File: src/rtl/multicycle_ctrl.sv
// Multicycle datapath controller: Moore FSM sequencing fetch/decode/execute
// for lw, sw, R-type, beq, addi and j, flagging unsupported op/funct.
module multicycle_ctrl (
    input  logic       CLK,
    input  logic       RST,
    input  logic [5:0] op,
    input  logic [5:0] funct,
    input  logic       zero,
    output logic       pcen,
    output logic       iord,
    output logic       memwrite,
    output logic       irwrite,
    output logic       regdst,
    output logic       mem2reg,
    output logic       regwrite,
    output logic       alusrca,
    output logic [1:0] alusrcb,
    output logic [1:0] pcsrc,
    output logic [2:0] alu_control,
    output logic [3:0] state,
    output logic       illegal
);

    // state   | meaning
    // FETCH   | read instruction, PC += 4
    // DECODE  | dispatch on op, precompute branch target
    // MEMADR  | base + offset for lw/sw
    // MEMRD   | read data memory
    // MEMWB   | write loaded word to rt
    // MEMWR   | write store data to memory
    // EXECUTE | R-type ALU operation
    // ALUWB   | write ALU result to rd
    // BRANCH  | compare, take branch if zero
    // ADDIEX  | rs + sign_imm
    // ADDIWB  | write sum to rt
    // JUMP    | load jump target
    typedef enum logic [3:0] {
        S_FETCH   = 4'd0,
        S_DECODE  = 4'd1,
        S_MEMADR  = 4'd2,
        S_MEMRD   = 4'd3,
        S_MEMWB   = 4'd4,
        S_MEMWR   = 4'd5,
        S_EXECUTE = 4'd6,
        S_ALUWB   = 4'd7,
        S_BRANCH  = 4'd8,
        S_ADDIEX  = 4'd9,
        S_ADDIWB  = 4'd10,
        S_JUMP    = 4'd11
    } state_t;

    localparam logic [5:0] OP_LW    = 6'b100011;
    localparam logic [5:0] OP_SW    = 6'b101011;
    localparam logic [5:0] OP_RTYPE = 6'b000000;
    localparam logic [5:0] OP_BEQ   = 6'b000100;
    localparam logic [5:0] OP_ADDI  = 6'b001000;
    localparam logic [5:0] OP_J     = 6'b000010;

    localparam logic [2:0] ALU_ADD = 3'b010;
    localparam logic [2:0] ALU_SUB = 3'b110;
    localparam logic [2:0] ALU_AND = 3'b000;
    localparam logic [2:0] ALU_OR  = 3'b001;
    localparam logic [2:0] ALU_SLT = 3'b111;

    state_t     state_q;
    logic [2:0] funct_alu;
    logic       funct_ok;
    logic       op_ok;
    logic [2:0] alu_held;

    always_comb begin
        funct_alu = ALU_ADD;
        funct_ok  = 1'b1;
        case (funct)
            6'b100000: funct_alu = ALU_ADD;
            6'b100010: funct_alu = ALU_SUB;
            6'b100100: funct_alu = ALU_AND;
            6'b100101: funct_alu = ALU_OR;
            6'b101010: funct_alu = ALU_SLT;
            default:   funct_ok  = 1'b0;
        endcase
    end

    always_comb begin
        case (op)
            OP_LW, OP_SW, OP_RTYPE, OP_BEQ, OP_ADDI, OP_J: op_ok = 1'b1;
            default:                                       op_ok = 1'b0;
        endcase
    end

    // alu_held keeps the EXECUTE operation visible through ALUWB without
    // re-reading funct, which may change once EXECUTE has passed.
    always_ff @(posedge CLK) begin
        if (RST) begin
            state_q  <= S_FETCH;
            alu_held <= ALU_ADD;
        end else begin
            case (state_q)
                S_FETCH:  state_q <= S_DECODE;
                S_DECODE: begin
                    case (op)
                        OP_LW, OP_SW: state_q <= S_MEMADR;
                        OP_RTYPE:     state_q <= S_EXECUTE;
                        OP_BEQ:       state_q <= S_BRANCH;
                        OP_ADDI:      state_q <= S_ADDIEX;
                        OP_J:         state_q <= S_JUMP;
                        default:      state_q <= S_FETCH;
                    endcase
                end
                S_MEMADR:  state_q <= (op == OP_LW) ? S_MEMRD : S_MEMWR;
                S_MEMRD:   state_q <= S_MEMWB;
                S_MEMWB:   state_q <= S_FETCH;
                S_MEMWR:   state_q <= S_FETCH;
                S_EXECUTE: begin
                    alu_held <= funct_alu;
                    state_q  <= funct_ok ? S_ALUWB : S_FETCH;
                end
                S_ALUWB:   state_q <= S_FETCH;
                S_BRANCH:  state_q <= S_FETCH;
                S_ADDIEX:  state_q <= S_ADDIWB;
                S_ADDIWB:  state_q <= S_FETCH;
                S_JUMP:    state_q <= S_FETCH;
                default:   state_q <= S_FETCH;
            endcase
        end
    end

    always_comb begin
        pcen        = 1'b0;
        iord        = 1'b0;
        memwrite    = 1'b0;
        irwrite     = 1'b0;
        regdst      = 1'b0;
        mem2reg     = 1'b0;
        regwrite    = 1'b0;
        alusrca     = 1'b0;
        alusrcb     = 2'b00;
        pcsrc       = 2'b00;
        alu_control = ALU_ADD;
        illegal     = 1'b0;
        case (state_q)
            S_FETCH: begin
                irwrite = 1'b1;
                alusrcb = 2'b01;
                pcen    = 1'b1;
            end
            S_DECODE: begin
                alusrcb = 2'b11;
                illegal = ~op_ok;
            end
            S_MEMADR: begin
                alusrca = 1'b1;
                alusrcb = 2'b10;
            end
            S_MEMRD: iord = 1'b1;
            S_MEMWB: begin
                mem2reg  = 1'b1;
                regwrite = 1'b1;
            end
            S_MEMWR: begin
                iord     = 1'b1;
                memwrite = 1'b1;
            end
            S_EXECUTE: begin
                alusrca     = 1'b1;
                alu_control = funct_alu;
                illegal     = ~funct_ok;
            end
            S_ALUWB: begin
                regdst      = 1'b1;
                regwrite    = 1'b1;
                alu_control = alu_held;
            end
            S_BRANCH: begin
                alusrca     = 1'b1;
                alu_control = ALU_SUB;
                pcsrc       = 2'b01;
                pcen        = zero;
            end
            S_ADDIEX: begin
                alusrca = 1'b1;
                alusrcb = 2'b10;
            end
            S_ADDIWB: regwrite = 1'b1;
            S_JUMP: begin
                pcsrc = 2'b10;
                pcen  = 1'b1;
            end
            default: ;
        endcase
        // Reset is synchronous, so the state may still be mid-instruction
        // during the reset cycle; suppress every write it would cause.
        if (RST) begin
            pcen     = 1'b0;
            memwrite = 1'b0;
            irwrite  = 1'b0;
            regwrite = 1'b0;
            illegal  = 1'b0;
        end
    end

    assign state = state_q;

endmodule
File: config.mk
export PLATFORM = sky130hd
export DESIGN_NAME = multicycle_ctrl
export DESIGN_NICKNAME = d
export VERILOG_FILES = /design/src/rtl/multicycle_ctrl.sv
export SDC_FILE = /design/constraint.sdc
export NUM_CORES = 1
export LEC_CHECK = 0
export BUFFER_PORTS_ARGS = -buffer_cell sky130_fd_sc_hd__buf_4
export CAP_MARGIN = 20
export CORE_MARGIN = 5
export CORE_UTILIZATION = 44
export CTS_BUF_LIST = sky130_fd_sc_hd__clkbuf_8 sky130_fd_sc_hd__clkbuf_16
export DETAILED_ROUTE_END_ITERATION = 8
export PLACE_DENSITY = 0.85
export SLEW_MARGIN = 25
export SYNTH_ARGS = -nofsm -noshare
export SYNTH_HDL_FRONTEND = slang
export SYNTH_SLANG_ARGS = --single-unit
File: constraint.sdc
create_clock -name CLK -period 1.8 [get_ports CLK]
set_input_delay 0.45 -clock CLK [delete_from_list [all_inputs] [get_ports CLK]]
set_output_delay 0.45 -clock CLK [all_outputs]
set_load 0.01 [all_outputs]
# Word level (Yosys, flattened, before mapping)
# Index checks and enable logic that the tools add are counted.
word_totals:
  wordCells: 59
  output_inout_bits: 20
  in_bits: 15
  register_bits: 7
op_classes:
  n_mux: 24
  n_eq_ne: 21
  n_reduce_logical: 10
  n_bitwise: 2
ops:
  columns: ["operator", "count"]
  rows:
  - ["6-bit equality test (second input constant)", 7]
  - ["4-bit one-hot mux with 6 select lines", 1]
  - ["4-bit one-hot mux with 5 select lines", 1]
  - ["4-bit by 3-bit equality test with 1-bit output (second input constant)", 4]
  - ["4-bit equality test (second input constant)", 4]
  - ["1-bit two-way mux", 14]
  - ["3-bit one-hot mux with 4 select lines", 1]
  - ["3-bit one-hot mux with 3 select lines", 1]
  - ["4-bit by 2-bit equality test with 1-bit output (second input constant)", 2]
  - ["2-bit OR reduction", 4]
  - ["6-bit by 2-bit equality test with 1-bit output (second input constant)", 1]
  - ["6-bit by 3-bit equality test with 1-bit output (second input constant)", 1]
  - ["6-bit by 4-bit equality test with 1-bit output (second input constant)", 1]
  - ["6-bit logical NOT", 1]
  - ["3-bit two-way mux", 2]
  - ["2-bit one-hot mux with 3 select lines", 1]
  - ["6-bit OR reduction", 1]
  - ["5-bit OR reduction", 1]
  - ["4-bit by 1-bit equality test with 1-bit output (second input constant)", 1]
  - ["4-bit logical NOT", 1]
  - ["1-bit one-hot mux with 2 select lines", 2]
  - ["2-bit one-hot mux with 2 select lines", 1]
  - ["4-bit OR reduction", 1]
  - ["3-bit OR reduction", 1]
  - ["1-bit inverter", 2]

# Depth between registers and ports, before layout
# Gate-level depths: netlist of run 1.
logic_depth:
  word_depth: 6
  mapped_depth: 5
  depth_no_buf: 4

# Worst setup path after synthesis of run 1
# No wires, ideal clock.
synth_path:
  kind: "reg2out"
  startpoint: "register state_q[3] (netlist: state[3])"
  endpoint: "output pcen"
  n_path_buf: 0
  slack_ns: -0.131
  path_stages_with_launch: 5
  arrival_time_ns: 1.481
  required_time_ns: 1.350
  cell_sequence: "dfxtp_1 or2b_4 nor3_1 a21oi_1 o21bai_1"
synth_via:
  elab_chain_cells: 4
  elab_cells_between_ends: 6
  cone_classes: "2 x eq/ne; 2 x mux; 2 x reduce/logical"
synth_rtl:
  columns: ["item", "line_no", "source"]
  rows:
  - ["start, declared", "65", "state_t state_q;"]
  - ["start signal, assigned", "110", "S_MEMADR: state_q <= (op == OP_LW) ? S_MEMRD : S_MEMWR;"]
  - ["start signal, assigned", "116", "state_q <= funct_ok ? S_ALUWB : S_FETCH;"]
  - ["4-bit equality test or 4-bit logical NOT (tied branches)", "141", "case (state_q)"]
  - ["2-bit OR reduction (no source line)", null, null]
  - ["1-bit one-hot mux with 2 select lines (*)", "141", null]
  - ["1-bit two-way mux (*)", "193", "if (RST) begin"]
  - ["end, declared", "9", "output logic pcen,"]
# Every way passes the cells marked *; elsewhere a longest branch is shown, timed or not.

# Final worst setup path of run 1
layout_path:
  startpoint: "input op[3]"
  endpoint: "output illegal"
layout_via:
  elab_chain_cells: 6
  elab_cells_between_ends: 11
  cone_classes: "5 x eq/ne; 3 x mux; 1 x bitwise; 2 x reduce/logical"
layout_rtl:
  columns: ["item", "line_no", "source"]
  rows:
  - ["start, declared", "6", "input logic [5:0] op,"]
  - ["6-bit equality test (tied with other cells)", "85", "case (op)"]
  - ["6-bit OR reduction (*)", "85", null]
  - ["1-bit two-way mux (*)", "85", null]
  - ["1-bit inverter (*)", "149", "illegal = ~op_ok;"]
  - ["1-bit one-hot mux with 2 select lines (*)", "141", null]
  - ["1-bit two-way mux (*)", "193", null]
  - ["end, declared", "21", "output logic illegal"]
# Marked as above.

==> impl_metrics.csv, run 1 <==
group,metric,value,unit
sta,postLayoutSetupSlackWorst,-0.1690,ns
clock_network,cts_tree,"done",
global_route,grt_max_degree,12,
global_route,grt_pass1_vias,852,
synthesis,ys_dominant_reg_cell,"dfxtp_1",
critical_path,path_depth,7,
synthesis,synth.area.top_cells,"dfxtp_1, nor2_1, a21oi_1",
hold_path,hp-class,"reg -> reg",
critical_path,r2r_slack,0.23,ns
critical_path,critPathSlowestCell,"o211ai_1",
critical_path,cp-startpoint,"op[3]",
layout,mostFrequentLayoutCells,"buf_4, nor2_1, nand2_1",
sta,max_freq,0.5079,GHz
synthesis,synth_edf_count,0,
status,outcome,"complete, but fails checks",
detailed_routing,vias_per_cell,6.050,
global_route,grt_pass1_wl,3.905,mm
critical_path,start_kind,"input pin",
floorplan,initial_utilization,45.80,%
sta,worstMarginPinSlew,0.3343,ns
sta,fin_worst_skew,0.001598,ns
floorplan,io_pins,35,
detailed_routing,dr.first_iter.drc_count,50,
detailed_routing,drt-pass1-iter-count,4,
global_route,antenna_found_initial,0,
synthesis,netlist_instances,91,
layout,diodes,0,
synthesis,synth_top_area_cell,"dfxtp_1",
floorplan,die_y,49.37,microns
synthesis,synthesis.area,681.9,sq um
clock_network,cts-root-buf,"clkbuf_8",
clock_network,clock_latency,0.23,ns
critical_path,crit_fanout,5,
global_route,grt-ovfl-total,0,
synthesis,seq_area_frac_synth,20.55,%
critical_path,r2r_end,"state[1]",
layout,drive_above_1_share,60.00,%
layout,layout.cells.most_common,"buf_4",
power_and_ir_drop,cellPowerDensity,438.0,nW/um^2
place,dp.cells,150,
power_and_ir_drop,p_leak,0.5429,nW
clock_network,ctsHtreeMaxLevel,1,
critical_path,setup.worst_path.end_class,"output pin",
place,gp_congestion,0.8479,
synthesis,yosys_warnings,0,
detailed_routing,ant_nets,0,
critical_path,timing.rr.start,"state[2]",
detailed_routing,vias,974,
critical_path,endpoint,"illegal",
clock_network,cts_buffers,3,
floorplan,dieArea,2437,sq um
synthesis,postSynthNetCount,106,
detailed_routing,drcViolationCount,0,
clock_network,clkSinkCount,7,
sta,setup_viol,3,
critical_path,worst-path-buf-inv,3,
detailed_routing,wl_per_cell,16.98,microns
synthesis,yosysTopAreaCellShare,20.55,%
synthesis,async_flop_share,0,%
place,hpwl,1.659,mm
synthesis,ys_ff_latch,7,
layout,syn2layout_area_growth,82.02,%
floorplan,rows,14,
sta,drv_slew,0,
layout,seqCellArea,150.1,sq um
critical_path,required,1.35,ns
sta,relSlewSlack,77.13,%
sta,period_share,109.4,%
status,violations,"negative setup slack",
critical_path,path_delay_family,"compound AO/OA/AOI/OAI gates",
power_and_ir_drop,max-vdd-ir-drop,0.3316,mV
sta,hold_violations,0,
global_route,grt.total_usage,20.32,%
synthesis,yosysUniqueCellTypes,40,
detailed_routing,drt-total-wl,2.733,mm
critical_path,cp_cell_sequence,"buf_4 > buf_6 > xor2_1 > o211ai_1 > o311ai_2 > o31ai_2 > buf_4",
power_and_ir_drop,fin_total_pwr,0.0005437,W
clock_network,cts_hold_buf,0,
place,portBuffers,34,
critical_path,critical_path_class,"in -> out",
clock_network,clk_pin_slew,0.04,ns
sta,fin_crit,1.969,ns
floorplan,coreArea,1489,sq um
critical_path,ff2ff_path_depth,5,
flow_run,drv_cap,0,
layout,nFillCells,93,
hold_path,hold_depth,2,
critical_path,critPathMaxStageDelay,0.26,ns
floorplan,die_x,49.37,microns
layout,multi_input_area,584.3,sq um
synthesis,syn_area_per_cell,7.493,sq um
critical_path,worstPathArrival,1.52,ns
sta,rsz0062_at_grt,"true",
clock_network,max-clock-path-buffers,2,
layout,fin_cells,161,
critical_path,crit_path_frequent_cell,"buf_4",
layout,finish.net_count,161,
[metrics by stage]
stage               util, %  hold WS, ns  setup slack, ns  TNS, ns  cell area (sq um)
global placement      69.24       0.4429          -0.1883  -0.1922               1031
floorplan                 -       0.4352          0.01396        0              694.4
CTS                   78.66       0.4561          -0.1189  -0.1686               1171
detailed placement    69.24       0.4506          -0.1711  -0.1992               1031
global route          83.36       0.5017          -0.2628  -0.6149               1241
finish                83.36       0.4781          -0.1690  -0.2930               1241
[metal layers]
metal / up-vias / track usage [%] / part of all wire [%]
li1: 450 / - / -
met3: 11 / 6.116 / 8.5
met2: 68 / 30.69 / 49
met4: 0 / 11.66 / 3.1
met1: 445 / 25.09 / 39
met5: - / 0 / 0
[final cells by class]
class	count	share of cell area, %
inverters	1	0.5040
clock inverters	1	0.3024
clock buffers	3	3.327
flip-flops and latches	7	12.10
repair buffers	55	35.08
multi-input cells	78	47.08
well taps	16	1.613
[how the worst min path moves through the flow]
stage,slack [ns],start,endpoint
6_report,0.48,alu_held[2],alu_held[2]
5_1_grt,0.50,RST,alu_held[0]
4_1_cts,0.46,alu_held[2],alu_held[2]
3_5_place_dp,0.45,alu_held[2],alu_held[2]
3_3_place_gp,0.44,alu_held[2],alu_held[2]
2_1_floorplan,0.44,alu_held[1],alu_held[1]
[worst min-delay path, cell delays in order, from the launching register on]
cell	delay, ns
dfxtp_1	0.31
nand2_1	0.06
a21oi_1	0.06
[power by group]
group	switching [W]	internal, W	leakage, nW
clock network	0.0000754	0.000148	0.0269
registers	0.00000430	0.000158	0.0591
logic	0.0000746	0.0000839	0.457
[synthesized netlist by cell type, types with 3 or more instances]
| cell type | n |
|---|---|
| nor2b_1 | 3 |
| nand3_1 | 3 |
| nand2b_1 | 3 |
| nor4_1 | 3 |
| nor3_1 | 6 |
| nand2_1 | 6 |
| dfxtp_1 | 7 |
| a31oi_1 | 3 |
| nor2_1 | 11 |
| and3_1 | 3 |
| a21oi_1 | 6 |
[flip-flops by register name (all words and copies together) (netlist names)]
signal / count
state: 4
alu_held: 3
[repair_timing]
item,in CTS,in global routing
setup endpoints to repair,4,5
resized for setup,14,15
pin swaps,5,3
buffers inserted,5,2
[kinds of logic (layout without fill, tap and decap cells)]
family,Yosys count,in the layout,share of synthesized area [%]
compound gates,25,25,24.77
xor+xnor,3,3,3.854
buf+inv,6,60,6.787
flops,7,7,20.55
mux,2,2,2.936
simple gates,48,48,41.10
(Power assumes the default switching activity.)
==> run 2, diff against run 1 <==
--- a/config.mk
+++ b/config.mk
@@ -7,8 +7,10 @@
 export LEC_CHECK = 0
 export BUFFER_PORTS_ARGS = -buffer_cell sky130_fd_sc_hd__buf_4
 export CAP_MARGIN = 20
+export CELL_PAD_IN_SITES_DETAIL_PLACEMENT = 0
+export CELL_PAD_IN_SITES_GLOBAL_PLACEMENT = 2
 export CORE_MARGIN = 5
-export CORE_UTILIZATION = 44
+export CORE_UTILIZATION = 23
 export CTS_BUF_LIST = sky130_fd_sc_hd__clkbuf_8 sky130_fd_sc_hd__clkbuf_16
 export DETAILED_ROUTE_END_ITERATION = 8
 export PLACE_DENSITY = 0.85
==> run 2 against run 1 <==
- critical path depth shrank 1
- count of clock-buffer cells in the layout is the same
- cell area grew 4.6%
- combinational power is essentially flat
- the flow still finishes with violations (negative setup slack)
==> impl_metrics.csv, run 2 (synthesized netlist as in run 1, its figures left out) <==
group,metric,value,unit
detailed_routing,ant_nets,0,
sta,fin_crit,1.913,ns
hold_path,hp-start,"alu_held[2]",
power_and_ir_drop,cellPowerDensity,413.2,nW/um^2
layout,layout.cells.most_common,"buf_4",
global_route,grt_pass1_vias,869,
detailed_routing,drt-total-wl,2.410,mm
critical_path,path_delay_family,"compound AO/OA/AOI/OAI gates",
hold_path,hp-class,"reg -> reg",
clock_network,clock_latency,0.22,ns
clock_network,cts-root-buf,"clkbuf_8",
sta,hold_violations,0,
critical_path,setup.worst_path.end_class,"output pin",
critical_path,timing.rr.start,"state[0]",
layout,finish.utilization,46.30,%
critical_path,critical_path_class,"in -> out",
clock_network,clkSinkCount,7,
detailed_routing,wl_per_cell,13.39,microns
status,violations,"negative setup slack",
detailed_routing,drt-pass1-iter-count,4,
critical_path,required,1.35,ns
floorplan,initial_utilization,24.31,%
layout,stdcell_area,1299,sq um
sta,worstMarginPinSlew,0.3327,ns
sta,max_freq,0.5228,GHz
clock_network,cts_buffers,3,
floorplan,io_pins,35,
critical_path,critPathSlowestCell,"nor4_4",
sta,fin_worst_skew,0.002682,ns
clock_network,max-clock-path-buffers,2,
layout,seqCellArea,150.1,sq um
global_route,grt_pass1_wl,3.912,mm
place,pre_cts_ws,-0.2504,ns
clock_network,clk_pin_slew,0.04,ns
power_and_ir_drop,max-vdd-ir-drop,0.2094,mV
clock_network,ctsHtreeMaxLevel,1,
sta,drv_slew,0,
place,placed_area,1095,sq um
sta,relSlewSlack,77.65,%
critical_path,critPathMaxStageDelay,0.29,ns
sta,setup_tns,-0.1159,ns
floorplan,coreArea,2805,sq um
layout,finish.net_count,165,
sta,rsz0062_at_grt,"true",
place,portBuffers,34,
critical_path,crit_fanout,2,
global_route,grt_max_degree,12,
detailed_routing,dr.first_iter.drc_count,31,
critical_path,cp-startpoint,"op[5]",
sta,setup_viol,2,
sta,postLayoutSetupSlackWorst,-0.1130,ns
layout,mostFrequentLayoutCells,"buf_4, nor2_1, buf_6",
power_and_ir_drop,p_leak,0.5638,nW
clock_network,cts_tree,"done",
layout,drive_above_1_share,61.74,%
status,outcome,"complete, but fails checks",
critical_path,worstPathArrival,1.46,ns
global_route,antenna_found_initial,0,
place,gp_congestion,0.8384,
critical_path,start_kind,"input pin",
floorplan,rows,19,
detailed_routing,vias,891,
layout,syn2layout_area_growth,90.46,%
floorplan,die_x,64.45,microns
layout,nFillCells,277,
layout,multi_input_area,584.3,sq um
global_route,grt-ovfl-total,0,
layout,largest_reg_flops,4,
critical_path,worst-path-buf-inv,2,
global_route,grt.total_usage,11.58,%
detailed_routing,drcViolationCount,0,
detailed_routing,vias_per_cell,4.950,
flow_run,drv_cap,0,
floorplan,die_y,64.45,microns
sta,period_share,106.3,%
floorplan,dieArea,4154,sq um
layout,diodes,0,
critical_path,cp_cell_sequence,"buf_8 > nor4_4 > nor2b_1 > o311ai_1 > o31ai_1 > buf_4",
place,hpwl,1.916,mm
[run 2: final cells by class]
class / count / share of cell area, %
Clock buffer: 3 / 3.179
Clock inverter: 1 / 0.2890
Inverter: 1 / 0.2890
Multi-Input combinational cell: 78 / 44.99
Sequential cell: 7 / 11.56
Tap cell: 31 / 2.987
Timing Repair Buffer: 59 / 36.71
[run 2: what timing repair did]
| action | in CTS | in global routing |
|---|---|---|
| hold buffers | 0 | 0 |
| pin swaps | 3 | 5 |
| endpoints found under the setup margin | 6 | 8 |
| setup buffers | 2 | 3 |
| gates resized for setup | 13 | 21 |
| hold endpoints to repair | 0 | 0 |
[run 2: worst paths after layout]
kind | slack (ns) | to | depth (start not counted)
worst max-delay path | -0.11 | illegal | 6
worst min-delay path | 0.47 | alu_held[2] | 2
worst max register to register | 0.29 | state[1] | 5
worst min register to register | 0.47 | alu_held[2] | 2
[run 2: where the power goes]
group          internal [W]  switching, W
Clock              0.000147     0.0000676
Combinational     0.0000879     0.0000694
Sequential         0.000158    0.00000680
[run 2: worst min-delay path: stages (launching register included)]
cell	delay (ns)
dfxtp_1	0.31
nand2_1	0.05
a21oi_1	0.05
[run 2: per-layer routing]
metal	wire length, microns	GRT usage (%)	vias to the layer above
met3	143	3.109	4
met2	1162	20.23	27
li1	-	-	455
met1	1069	13.36	405
met5	0	0	-
met4	36	4.749	0
[run 2: stage by stage]
| stage | std cells | hold WS, ns | power (W) |
|---|---|---|---|
| finish | 180 | 0.4708 | 0.0005366 |
| global route | 180 | 0.4965 | 0.0005661 |
| CTS | 177 | 0.4593 | 0.0005348 |
| detailed placement | 171 | 0.4531 | 0.0003054 |
| global placement | 171 | 0.4458 | 0.0003030 |
| floorplan | 91 | 0.4352 | 0.0002288 |
